**src/rtl/pc_fetch_unit.sv**
```systemverilog
// Instruction-fetch front end: owns the PC, runs the imem req/ack handshake and
// hands one instruction at a time to decode, honouring redirects from the PC-source mux.
module pc_fetch_unit #(
    parameter int               WIDTH        = 16,
    parameter logic [WIDTH-1:0] RESET_VECTOR = 16'h0000
) (
    input  logic             clk,
    input  logic             reset,
    output logic             imem_req,
    output logic [WIDTH-1:0] imem_addr,
    input  logic             imem_ack,
    input  logic [WIDTH-1:0] imem_data,
    output logic             if_valid,
    input  logic             if_ready,
    output logic [WIDTH-1:0] if_instr,
    output logic [WIDTH-1:0] if_pc,
    input  logic             redirect,
    input  logic [1:0]       pc_src,
    input  logic [WIDTH-1:0] redirect_pc,
    input  logic [WIDTH-1:0] br_offset,
    input  logic [11:0]      j_target,
    input  logic [WIDTH-1:0] jr_addr
);

    typedef enum logic [1:0] {
        BOOT  = 2'd0,
        FETCH = 2'd1,
        VALID = 2'd2
    } state_t;

    state_t           state, state_next;
    logic [WIDTH-1:0] pc, pc_next;
    logic [WIDTH-1:0] pend_target, pend_target_next;
    logic             squash_pending, squash_pending_next;
    logic [WIDTH-1:0] instr_next, ifpc_next;
    logic [WIDTH-1:0] target;

    function automatic logic [WIDTH-1:0] calc_target(
        input logic [1:0]       src,
        input logic [WIDTH-1:0] rpc,
        input logic [WIDTH-1:0] offset,
        input logic [11:0]      jfield,
        input logic [WIDTH-1:0] jreg
    );
        logic [WIDTH-1:0] base;
        base = rpc + 1'b1;
        case (src)
            2'b00:   calc_target = base;
            2'b01:   calc_target = base + offset;
            2'b10:   calc_target = {base[WIDTH-1:12], jfield};
            default: calc_target = jreg;
        endcase
    endfunction

    assign target = calc_target(pc_src, redirect_pc, br_offset, j_target, jr_addr);

    // Moore outputs: nothing below depends combinationally on an input
    assign imem_req  = (state == FETCH);
    assign if_valid  = (state == VALID);
    assign imem_addr = pc;

    always_ff @(posedge clk or posedge reset) begin
        if (reset) begin
            state          <= BOOT;
            pc             <= RESET_VECTOR;
            pend_target    <= '0;
            squash_pending <= 1'b0;
            if_instr       <= '0;
            if_pc          <= '0;
        end else begin
            state          <= state_next;
            pc             <= pc_next;
            pend_target    <= pend_target_next;
            squash_pending <= squash_pending_next;
            if_instr       <= instr_next;
            if_pc          <= ifpc_next;
        end
    end

    always_comb begin
        state_next          = state;
        pc_next             = pc;
        pend_target_next    = pend_target;
        squash_pending_next = squash_pending;
        instr_next          = if_instr;
        ifpc_next           = if_pc;

        case (state)
            BOOT: begin
                state_next = FETCH;
            end
            FETCH: begin
                if (imem_ack) begin
                    if (redirect) begin
                        pc_next             = target;
                        squash_pending_next = 1'b0;
                    end else if (squash_pending) begin
                        pc_next             = pend_target;
                        squash_pending_next = 1'b0;
                    end else begin
                        instr_next = imem_data;
                        ifpc_next  = pc;
                        pc_next    = pc + 1'b1;
                        state_next = VALID;
                    end
                end else if (redirect) begin
                    // Address must stay stable until the ack; remember where to go instead
                    pend_target_next    = target;
                    squash_pending_next = 1'b1;
                end
            end
            VALID: begin
                if (redirect) begin
                    pc_next    = target;
                    state_next = FETCH;
                end else if (if_ready) begin
                    state_next = FETCH;
                end
            end
            default: begin
                state_next = BOOT;
            end
        endcase
    end

endmodule

```
**config.mk**
```make
export PLATFORM = sky130hd
export DESIGN_NAME = pc_fetch_unit
export DESIGN_NICKNAME = d
export VERILOG_FILES = /design/src/rtl/pc_fetch_unit.sv
export SDC_FILE = /design/constraint.sdc
export NUM_CORES = 1
export LEC_CHECK = 0
export ABC_AREA = 1
export CAP_MARGIN = 20
export CORE_AREA = 2 2 142 144
export DETAILED_ROUTE_END_ITERATION = 10
export DIE_AREA = 0 0 144 146
export GPL_TIMING_DRIVEN = 0
export PLACE_DENSITY = 0.48
export SETUP_SLACK_MARGIN = 0.2
export SYNTH_ARGS = -nofsm -noshare
export SYNTH_HDL_FRONTEND = slang
export SYNTH_SLANG_ARGS = --single-unit
export TNS_END_PERCENT = 30
```
**constraint.sdc**
```tcl
create_clock -name clk -period 2.4 [get_ports clk]
set_clock_uncertainty 0.1 [all_clocks]
set_input_delay 0.36 -clock clk [delete_from_list [all_inputs] [get_ports clk]]
set_output_delay 0.36 -clock clk [all_outputs]
set_load 0.05 [all_outputs]
```
==> out/metrics.csv <==
metric;value;unit
status;complete, no violations;
drt wl/cell;14.9;microns
num rows;51;
max-slew violations;0;
maxcap violations;0;
Relative slew margins;44.5;%
worst-path fanout max;4;
leading area contributor after synthesis;dfrtp_1;
crit start category;primary input;
area of the multi-input gates;0.00354;sq mm
die footprint;0.0210;sq mm
post-synthesis cell type count;37;
Synth top area share;33.4;%
Worst-Skew Late Latency;0.32;ns
Core ar.;0.0193;sq mm
number of iterations in the first detailed-routing pass;5;
synthesized area per cell;6.86;sq um
Iter 0 DRT Violations;285;
final worst-path cycle share;99.1;%
Leak Pwr;3.60;nW
Worst Setup End Kind;flop;
DRC viols;0;
Avg Vias per Cell;4.51;
post-layout util;40.4;%
dpl cells;1129;
worst setup path class;in -> reg;
RSZ-0062 raised after global routing;true;
number of I/O port buffers;132;
CTS tree;yes;
synthesized netlist cell count;732;
Inserted Clock Buffers;9;
critical path cell sequence;buf_8 -> ha_4 -> nand2_4 -> nor2_4 -> inv_2 -> nor2_4 -> or2_1 -> nand2_2 -> inv_2 -> ha_4 -> nand2_4 -> nor2_4 -> nand3b_1 -> nand2_2 -> nand2_2 -> nand2_1 -> nand2_1 -> nand3_2 -> nand3_2 -> o21ai_2 -> nand2_1;
ANT nets after route;0;
share of layout cells above drive strength 1;25.3;%
slowest stage delay, CP;0.28;ns
Boundary Pins;133;
Area Growth Syn to Fin;55.6;%
largest net degree at the start of global routing;68;
Final HPWL DP;13.8;mm
CP Data Required Time;2.52;ns
largest cells by area after synthesis;dfrtp_1 33%, nand2_1 17%, inv_1 6.4%, nand3_1 5.5%, ha_1 5.0%;
CTS Buffer Depth;2;
clk sinks;67;
GRT Util Overall;16.5;%
RD Place Congestion;0.892;
Worst Tran Pin Value;0.833;ns
antenna violations before repair;0;
Worst-path clk slew;0.05;ns
via count;5242;
final wirelength;17.4;mm
asr flop ratio synth;100;%
synthesis warning total;0;
Final Hold Vio Count;0;
Synth Flop Type;dfrtp_1;
H-tree Lvls;3;
pwr dens;1070;mW/mm^2
min cycle time layout;2.38;ns
synthesized flop and latch total;67;
non-filler cells, final;1162;
first-pass GRT wire length;27.4;mm
synth cell count leaders;223 x nand2_1, 86 x inv_1, 67 x dfrtp_1;
maximum vdd drop;0.409;mV
hold_buf cts;0;
Hold Path Class;reg -> reg;
CP max stage cell;ha_4;
antenna cell count;0;
number of global-route vias before repair;5269;
GR Overflow Total;0;
fmax;420;MHz
setup violators final;0;
Post-Syn Area;0.00502;sq mm
number of synthesized flops with an enable pin;0;
top-count cell post-synth;nand2_1;
DIE WIDTH;144;microns
Sum Neg Setup Slack;0;ns
Root Driver;clkbuf_16;
Filler cells;2033;
NumNets Final;998;
sequential share of the synthesized area;33.4;%
syn_nets;836;
Sequential Area;0.00168;sq mm
die height;146;microns
initial core utilization;26.0;%
Worst Path Arrival;2.50;ns
per-layer routing:
| layer | vias to the layer above | GRT usage (%) | part of all wire, % |
|---|---|---|---|
| met5 | - | 0 | 0 |
| met4 | 0 | 6.27 | 2.6 |
| met3 | 22 | 2.67 | 5.5 |
| met2 | 163 | 26.5 | 44 |
| met1 | 2360 | 22.1 | 48 |
| li1 | 2697 | - | - |
worst paths after layout:
kind	slack, ns	start	depth (start not counted)	end
worst min-delay path	0.37	state[0]$_DFFE_PP0P_	1	state[0]$_DFFE_PP0P_
worst min register to register	0.37	state[0]$_DFFE_PP0P_	1	state[0]$_DFFE_PP0P_
min in group asynchronous	0.48	reset	2	if_instr[4]$_DFFE_PP0P_
worst max-delay path	0.02	redirect_pc[0]	21	imem_addr[11]$_DFFE_PP0P_
worst max register to register	0.30	imem_addr[0]$_DFFE_PP0P_	9	imem_addr[12]$_DFFE_PP0P_
max in group asynchronous	1.20	reset	2	if_instr[3]$_DFFE_PP0P_
what timing repair did:
action | in CTS | in global routing
pin swaps | 62 | 50
gates resized for setup | 137 | 84
setup endpoints to repair | 31 | 31
buffers inserted | 16 | 3
kinds of logic (layout without fill, tap and decap cells):
logic type               after synthesis  in the layout  share of synthesized area, %
flip-flops                            67             67                          33.4
adder cells (fa/ha/maj)               21             21                          5.38
AND/OR/NAND/NOR                      385            385                          33.0
AO/OA/AOI/OAI                        115            115                          12.1
XOR/XNOR                               9              9                          1.57
multiplexers                          18             18                          4.86
buffers and inverters                117            282                          9.72
cell usage in the layout, fill, tap and decap left out, types with 13 or more instances in the layout:
master | synthesis | routed
nand2_1 | 223 | 188
clkdlybuf4s50_1 | 0 | 112
inv_1 | 86 | 73
dfrtp_1 | 67 | 67
nand3_1 | 55 | 40
a21oi_1 | 48 | 39
nor2_1 | 55 | 39
o21ai_0 | 36 | 31
nand2_2 | 3 | 29
inv_2 | 11 | 23
buf_4 | 0 | 18
nand4_1 | 17 | 17
o21ai_1 | 17 | 16
nor2_4 | 2 | 14
ha_4 | 0 | 14
nand3_2 | 0 | 13
cell type report:
type                       count  area share [%]
clock inverter                 2           0.448
inverter                      98            4.74
sequential                    67            21.5
multi-input combinational    548            45.3
buffer                        19            1.57
timing repair buffer         151            18.8
clock buffer                  12            3.41
tap                          265            4.24
stage by stage:
step / cell area (sq um) / hold slack (ns) / power [mW] / setup slack (ns)
floorplan: 5070 / 0.342 / 5.27 / 0.0575
global placement: 6720 / 0.360 / 6.83 / -1.06
detailed placement: 6730 / 0.367 / 6.85 / -1.09
CTS: 7510 / 0.378 / 8.33 / 0.0120
global route: 7810 / 0.405 / 8.88 / -0.0623
finish: 7810 / 0.373 / 8.34 / 0.0206
flip-flops by register name (all words and copies together), names as in the netlist:
signal and count:
if_instr 16, if_pc 16, imem_addr 16, pend_target 16, squash_pending 1, state 2
worst max-delay path, delay by kind of cell:
family / cells / cell delay, ns
fa+ha+maj: 2 / 0.43
compound gates: 1 / 0.13
simple gates: 15 / 1.34
buf+inv: 3 / 0.23
power by group:
part / internal [mW] / leakage [nW] / switching, mW
logic: 1.82 / 2.63 / 3.09
clock network: 0.875 / 0.151 / 0.451
registers: 1.69 / 0.817 / 0.418
total: 4.38 / 3.60 / 3.96
No activity file was read; power rests on OpenSTA's default activity.
